## src/rtl/axi_master_bridge.sv

```systemverilog
// axi_master_bridge: turns a single-word request port into single-beat AXI4
// read (AR/R) or write (AW/W/B) transactions, one transaction at a time.
// Optional feature: define AXI_MASTER_TIMEOUT_EN to add a response-wait
// timeout with a DRAIN state that silently absorbs the late response.

`ifndef AXI_ID_BITS
`define AXI_ID_BITS 4
`endif
`ifndef AXI_ADDR_BITS
`define AXI_ADDR_BITS 32
`endif
`ifndef AXI_DATA_BITS
`define AXI_DATA_BITS 32
`endif

module axi_master_bridge #(
    parameter logic [`AXI_ID_BITS-1:0] MASTER_ID      = '0,
    parameter int unsigned             TIMEOUT_CYCLES = 1024
) (
    input  logic                          clk,
    input  logic                          rst,
    // core-side request / response
    input  logic                          req_valid,
    output logic                          req_ready,
    input  logic                          req_we,
    input  logic [31:0]                   req_addr,
    input  logic [31:0]                   req_wdata,
    input  logic [3:0]                    req_wstrb,
    output logic                          rsp_valid,
    output logic [31:0]                   rsp_rdata,
    output logic                          rsp_err,
    // AXI read address
    output logic [`AXI_ID_BITS-1:0]       arid,
    output logic [`AXI_ADDR_BITS-1:0]     araddr,
    output logic [7:0]                    arlen,
    output logic [2:0]                    arsize,
    output logic [1:0]                    arburst,
    output logic                          arvalid,
    input  logic                          arready,
    // AXI read data
    input  logic [`AXI_ID_BITS-1:0]       rid,
    input  logic [`AXI_DATA_BITS-1:0]     rdata,
    input  logic [1:0]                    rresp,
    input  logic                          rlast,
    input  logic                          rvalid,
    output logic                          rready,
    // AXI write address
    output logic [`AXI_ID_BITS-1:0]       awid,
    output logic [`AXI_ADDR_BITS-1:0]     awaddr,
    output logic [7:0]                    awlen,
    output logic [2:0]                    awsize,
    output logic [1:0]                    awburst,
    output logic                          awvalid,
    input  logic                          awready,
    // AXI write data
    output logic [`AXI_DATA_BITS-1:0]     wdata,
    output logic [`AXI_DATA_BITS/8-1:0]   wstrb,
    output logic                          wlast,
    output logic                          wvalid,
    input  logic                          wready,
    // AXI write response
    input  logic [`AXI_ID_BITS-1:0]       bid,
    input  logic [1:0]                    bresp,
    input  logic                          bvalid,
    output logic                          bready
);

`ifdef AXI_MASTER_TIMEOUT_EN
    typedef enum logic [2:0] {IDLE, RADDR, RDATA, WREQ, WRESP, DRAIN} state_t;
`else
    typedef enum logic [2:0] {IDLE, RADDR, RDATA, WREQ, WRESP} state_t;
`endif

    state_t      state_reg, state_next;
    logic        we_reg;
    logic [31:0] addr_reg;
    logic [31:0] wdata_reg;
    logic [3:0]  wstrb_reg;
    logic        aw_done_reg;
    logic        w_done_reg;
    logic        rsp_valid_reg, rsp_valid_next;
    logic        rsp_err_reg, rsp_err_next;
    logic [31:0] rsp_rdata_reg, rsp_rdata_next;
    logic        accept;
    logic        aw_fire;
    logic        w_fire;

    // RID/BID/RLAST are deliberately ignored for single-beat, single-outstanding use.
    logic unused_inputs;
    assign unused_inputs = ^{rid, bid, rlast};

`ifdef AXI_MASTER_TIMEOUT_EN
    logic [31:0] wait_cnt_reg;
    logic        timed_out;
    assign timed_out = (wait_cnt_reg == 32'(TIMEOUT_CYCLES - 1));
`else
    logic [31:0] unused_timeout;
    assign unused_timeout = 32'(TIMEOUT_CYCLES);
`endif

    assign accept  = req_valid && req_ready;
    assign aw_fire = awvalid && awready;
    assign w_fire  = wvalid && wready;

    // Channel outputs are decoded from registered state only: no req->AXI path.
    assign req_ready = (state_reg == IDLE);
    assign arvalid   = (state_reg == RADDR);
    assign awvalid   = (state_reg == WREQ) && !aw_done_reg;
    assign wvalid    = (state_reg == WREQ) && !w_done_reg;
`ifdef AXI_MASTER_TIMEOUT_EN
    assign rready    = (state_reg == RDATA) || ((state_reg == DRAIN) && !we_reg);
    assign bready    = (state_reg == WRESP) || ((state_reg == DRAIN) && we_reg);
`else
    assign rready    = (state_reg == RDATA);
    assign bready    = (state_reg == WRESP);
`endif

    assign arid    = MASTER_ID;
    assign araddr  = addr_reg;
    assign arlen   = 8'd0;
    assign arsize  = 3'b010;
    assign arburst = 2'b01;
    assign awid    = MASTER_ID;
    assign awaddr  = addr_reg;
    assign awlen   = 8'd0;
    assign awsize  = 3'b010;
    assign awburst = 2'b01;
    assign wdata   = wdata_reg;
    assign wstrb   = wstrb_reg;
    assign wlast   = 1'b1;

    assign rsp_valid = rsp_valid_reg;
    assign rsp_rdata = rsp_rdata_reg;
    assign rsp_err   = rsp_err_reg;

    // Next-state and response decode.
    always_comb begin
        state_next     = state_reg;
        rsp_valid_next = 1'b0;
        rsp_err_next   = rsp_err_reg;
        rsp_rdata_next = rsp_rdata_reg;
        case (state_reg)
            IDLE: begin
                if (accept) state_next = req_we ? WREQ : RADDR;
            end
            RADDR: begin
                if (arready) state_next = RDATA;
            end
            RDATA: begin
                if (rvalid) begin
                    rsp_valid_next = 1'b1;
                    rsp_rdata_next = rdata;
                    rsp_err_next   = (rresp != 2'b00);
                    state_next     = IDLE;
                end
`ifdef AXI_MASTER_TIMEOUT_EN
                else if (timed_out) begin
                    rsp_valid_next = 1'b1;
                    rsp_rdata_next = 32'd0;
                    rsp_err_next   = 1'b1;
                    state_next     = DRAIN;
                end
`endif
            end
            WREQ: begin
                if ((aw_done_reg || aw_fire) && (w_done_reg || w_fire)) state_next = WRESP;
            end
            WRESP: begin
                if (bvalid) begin
                    rsp_valid_next = 1'b1;
                    rsp_rdata_next = 32'd0;
                    rsp_err_next   = (bresp != 2'b00);
                    state_next     = IDLE;
                end
`ifdef AXI_MASTER_TIMEOUT_EN
                else if (timed_out) begin
                    rsp_valid_next = 1'b1;
                    rsp_rdata_next = 32'd0;
                    rsp_err_next   = 1'b1;
                    state_next     = DRAIN;
                end
`endif
            end
`ifdef AXI_MASTER_TIMEOUT_EN
            DRAIN: begin
                // The late response is swallowed; the client already saw the error.
                if ((we_reg && bvalid) || (!we_reg && rvalid)) state_next = IDLE;
            end
`endif
            default: state_next = IDLE;
        endcase
    end

    // State register and registered response outputs.
    always_ff @(posedge clk or posedge rst) begin
        if (rst) begin
            state_reg     <= IDLE;
            rsp_valid_reg <= 1'b0;
            rsp_err_reg   <= 1'b0;
            rsp_rdata_reg <= 32'd0;
        end else begin
            state_reg     <= state_next;
            rsp_valid_reg <= rsp_valid_next;
            rsp_err_reg   <= rsp_err_next;
            rsp_rdata_reg <= rsp_rdata_next;
        end
    end

    // Request capture at accept; payload stays stable for the whole transaction.
    always_ff @(posedge clk or posedge rst) begin
        if (rst) begin
            we_reg    <= 1'b0;
            addr_reg  <= 32'd0;
            wdata_reg <= 32'd0;
            wstrb_reg <= 4'd0;
        end else if (accept) begin
            we_reg    <= req_we;
            addr_reg  <= req_addr;
            wdata_reg <= req_wdata;
            wstrb_reg <= req_wstrb;
        end
    end

    // AW and W complete independently; remember which one has handshaken.
    always_ff @(posedge clk or posedge rst) begin
        if (rst) begin
            aw_done_reg <= 1'b0;
            w_done_reg  <= 1'b0;
        end else if (state_reg == WREQ) begin
            if (aw_fire) aw_done_reg <= 1'b1;
            if (w_fire)  w_done_reg  <= 1'b1;
        end else begin
            aw_done_reg <= 1'b0;
            w_done_reg  <= 1'b0;
        end
    end

`ifdef AXI_MASTER_TIMEOUT_EN
    // Response-wait counter: restarts on any state change, counts while awaiting R/B.
    always_ff @(posedge clk or posedge rst) begin
        if (rst) begin
            wait_cnt_reg <= 32'd0;
        end else if (state_next != state_reg) begin
            wait_cnt_reg <= 32'd0;
        end else if ((state_reg == RDATA) || (state_reg == WRESP)) begin
            wait_cnt_reg <= wait_cnt_reg + 32'd1;
        end
    end
`endif

endmodule
```

## config.mk

```make
export PLATFORM = sky130hd
export DESIGN_NAME = axi_master_bridge
export DESIGN_NICKNAME = d
export VERILOG_FILES = /design/src/rtl/axi_master_bridge.sv
export SDC_FILE = /design/constraint.sdc
export NUM_CORES = 1
export LEC_CHECK = 0
export ABC_AREA = 1
export BUFFER_PORTS_ARGS = -buffer_cell sky130_fd_sc_hd__buf_2
export CAP_MARGIN = 20
export CELL_PAD_IN_SITES_DETAIL_PLACEMENT = 1
export CELL_PAD_IN_SITES_GLOBAL_PLACEMENT = 1
export CORE_MARGIN = 2
export CORE_UTILIZATION = 27
export DETAILED_ROUTE_END_ITERATION = 10
export GPL_ROUTABILITY_DRIVEN = 0
export HOLD_SLACK_MARGIN = 0.08
export PLACE_DENSITY_LB_ADDON = 0.12
export SLEW_MARGIN = 20
export SYNTH_ARGS = -nofsm -noshare
export SYNTH_HDL_FRONTEND = slang
export SYNTH_SLANG_ARGS = --single-unit
```

## constraint.sdc

```tcl
create_clock -name clk -period 3.7 [get_ports clk]
set_input_delay 0.74 -clock clk [delete_from_list [all_inputs] [get_ports clk]]
set_output_delay 0.74 -clock clk [all_outputs]
set_load 0.005 [all_outputs]
```

Word-level counts from Yosys, hierarchy flattened --
Cells that the tools add are included.
Storage, ports and cells: word-level logic and storage cells 56, input port bits 122, register bits 107
Cells by class: muxes and demuxes 20, equal/unequal tests 11, reduce and logical (&&, ||, !) cells 16
Operator list (count):
- $mux W32 | 2
- $pmux W32 S2 | 1
- $mux W3 | 5
- $pmux W3 S5 | 1
- $ne A2 B2 Y1 const B | 5
- $mux W1 | 8
- $eq A3 B2 Y1 const B | 2
- $logic_and A1 B1 Y1 | 6
- $reduce_bool A2 Y1 | 3
- $reduce_and A5 Y1 | 1
- $ne A2 B1 Y1 const B | 2
- $pmux W1 S2 | 2
- $eq A3 B1 Y1 const B | 1
- $eq A3 B3 Y1 const B | 1
- $logic_not A3 Y1 | 1
- $reduce_and A3 Y1 | 1
- $logic_not A1 Y1 | 2
- $logic_or A1 B1 Y1 | 2
- $mux W2 | 1

Longest topological paths before layout --
depth in word-level cells 7, gate-level depth with buffers 9

Worst setup path before layout --
No wires, ideal clock.
path type flip-flop to output port, start reg state_reg[2], end out req_ready, data required time 2.960 ns, arrival 0.976 ns, stages on the path, launching flop included 5, slack 1.984 ns, buffers on the path 1, path through dfrtp_1 -> nor2_2 -> inv_2 -> nor2_4 -> buf_2
On the way: cells in the longest elaborated chain, start to end 1
RTL lines:
- from (decl) | RTL line 74 | state_t state_reg, state_next;
- from (signal assigned) | RTL line 202 | state_reg <= state_next;
- $logic_not A3 Y1 | RTL line 106 | assign req_ready = (state_reg == IDLE);
- to (decl) | RTL line 24 | output logic req_ready,
Every way passes these cells.

Worst setup path in the final report --
start reg state_reg[0], end out bready
On the way: cells in the longest elaborated chain, start to end 1
RTL lines:
- $eq A3 B3 Y1 | RTL line 115 | assign bready = (state_reg == WRESP);
- to (decl) | RTL line 65 | output logic bready
Every way passes these cells.

==> qor.txt <==
Initial antenna violation count = 0
Simple-gate share of the synthesized area = 30.0%
Slew headroom = 39.2%
Routed wire length = 15700 um
Synthesized area = 0.00493 sq mm
Initial drt markers = 174
Synth Area in Adders = 0%
Area fraction of the dominant cell type after synthesis = 54.3%
Critical Path Sink Type = output port
Slowest CP cell = dfrtp_1
Post-Synthesis Cells = 566
Area leader, netlist = dfrtp_1
Vias in the first global route = 4555
Buffers on Ports = 252
P per Cell Area = 817 mW/mm^2
CTS tree = done
All-Layer GR Usage = 16.0%
Critical Path RT = 2960 ps
Inserted Clock Buffers = 9
# DRC = 0
I/O pins = 297
CTS root buffer = clkbuf_16
Finished Core Util = 34.9%
Maximum clock frequency = 0.406 GHz
Initial Utilization = 27.4%
Worst setup path startpoint = state_reg[0]
FF+latch area = 0.00268 sq mm
Synthesized flop and latch total = 107
Die area = 0.0194 sq mm
Syn Area/Cell = 8.71 sq um
Unrepaired setup endpoints after global routing = false
Die height = 139 um
CP top delay family = simple AND/OR/NAND/NOR gates
Arr. time, crit path = 1730 ps
Row cnt = 49
Layout cell share with drive strength beyond 1 = 37.2%
Number of setup violations in the final report = 0
Crit path time final = 2470 ps
Tightest Hold Check Type = in -> async
Number of library cell types mapped by synthesis = 21
Layout area overhead = 27.1%
Worst path max stage delay = 490 ps
Synth top area cells = dfrtp_1, nand3_1, nand2_1
Status = finished, final reports clean
Post-synthesis mux area share = 0%
Worst setup SP type = flip-flop
Die Wd = 139 um
VDD IR-drop max = 321 uV
Post-synthesis compound-gate area fraction = 0.559%
Sequential share of the synthesized area = 54.3%
FILL cells = 2216
Clk pin slew, worst setup/hold paths = 70 ps
ANT nets after route = 0
Clk sinks = 107
Fin nets = 890
Detailed-route via count = 4457
Final Cycle Share = 66.6%
Yosys warning total = 0
Post-CTS Setup Bufs = 0
Hold_buf cts = 0
Critical path peak fanout = 35
Leakage Power = 3.71 nW
Largest net degree at the start of global routing = 70
Footprint of the multi-input gates = 0.00164 sq mm
CP Class = reg -> out
Max-slew violations = 0
Post-Route Setup TNS = 0 ps
Core Area = 0.0180 sq mm
Final-report hold violation count = 0
WL per Instance = 15.7 um
Clock insertion delay at the later pin of the skew report = 340 ps
Post-DR vias/cell = 4.45
Detailed Place HPWL = 11300 um
Clock H-tree levels = 3
Critical path, cell by cell = nor2_2 -> nand2_2 -> inv_2 -> buf_2
Critical path buffer and inverter count = 2
Total gr overflow = 0
Global-route wire length before repair = 24900 um
Largest family of logic cells by synthesized area = simple AND/OR/NAND/NOR gates
Max-cap violations = 0
CTS Buffer Depth = 2
Clock Skews = 7.57 ps
Initial DRT Pass Iterations = 4
Worst-margin pin slew = 909 ps
Post_cts resized = 0
Xor/xnor share of the synthesized area = 0%
R2R Path Start = state_reg[2]
cell type report:
cell class,count,share of cell area [%]
sequential,107,42.7
multi-input combinational,377,26.1
timing repair buffer,260,21.4
tap,229,4.57
clock buffer,10,3.81
inverter,13,0.819
clock inverter,5,0.479
antenna,1,0.0399
power by group:
part           total [mW]  internal [mW]  switching, mW
logic                2.16          0.894           1.27
clock network       0.902          0.468          0.434
registers            2.06           1.72          0.340
metal layers:
metal	up-vias	wire length [um]	track usage, %
met5	-	0	0
met4	0	188	4.15
met3	12	844	3.69
met2	151	8060	28.0
met1	2181	6620	20.0
li1	2113	-	-
cells in the final DEF (no fill, tap or decap), types with 2 or more instances in the layout:
master and instances:
buf_2 252, nand2_1 180, nand3_1 138, dfrtp_1 107, conb_1 35, inv_1 10
nor2_1 9, clkbuf_16 9, buf_4 7, nand2_2 4, clkinv_2 3, nor2_2 2
inv_2 2, o21ai_0 2, a21oi_1 2, clkinvlp_4 2
final timing paths:
path	end	slack [ps]	cells after the start
max in group asynchronous	araddr[28]	2340	4
max reg2reg	wdata[31]	1580	7
max	bready	1230	4
min in group clk	wdata[20]	470	2
min reg2reg	wdata[20]	470	2
min	rsp_rdata[14]	470	2
through the flow:
stage | instances | total power, mW | hold slack, ps | area (sq um) | setup slack (ps)
after floorplan | 599 | 3.45 | 465 | 5050 | 143
after global placement | 985 | 4.21 | 451 | 5970 | 1530
after detailed placement | 986 | 4.31 | 455 | 5990 | 1490
after CTS | 1001 | 5.25 | 473 | 6260 | 1180
after global routing | 1001 | 5.58 | 487 | 6260 | 1090
final | 1002 | 5.12 | 466 | 6260 | 1230
Yosys cell counts, drive strengths merged:
master,instances
buf,90
o21ai,2
o21bai,1
inv,13
clkbuf,12
nand2,185
dfrtp,107
a21oi,2
nand3b,1
nand3,138
nor2,12
nor3,1
conb,2
cells by family (layout without fill, tap and decap cells):
family,Yosys count,in the layout
other,2,36
DFF,107,107
AOI/OAI and AO/OA,5,5
and+or+nand+nor,337,337
buffers and inverters,115,288
(Power assumes the default switching activity.)
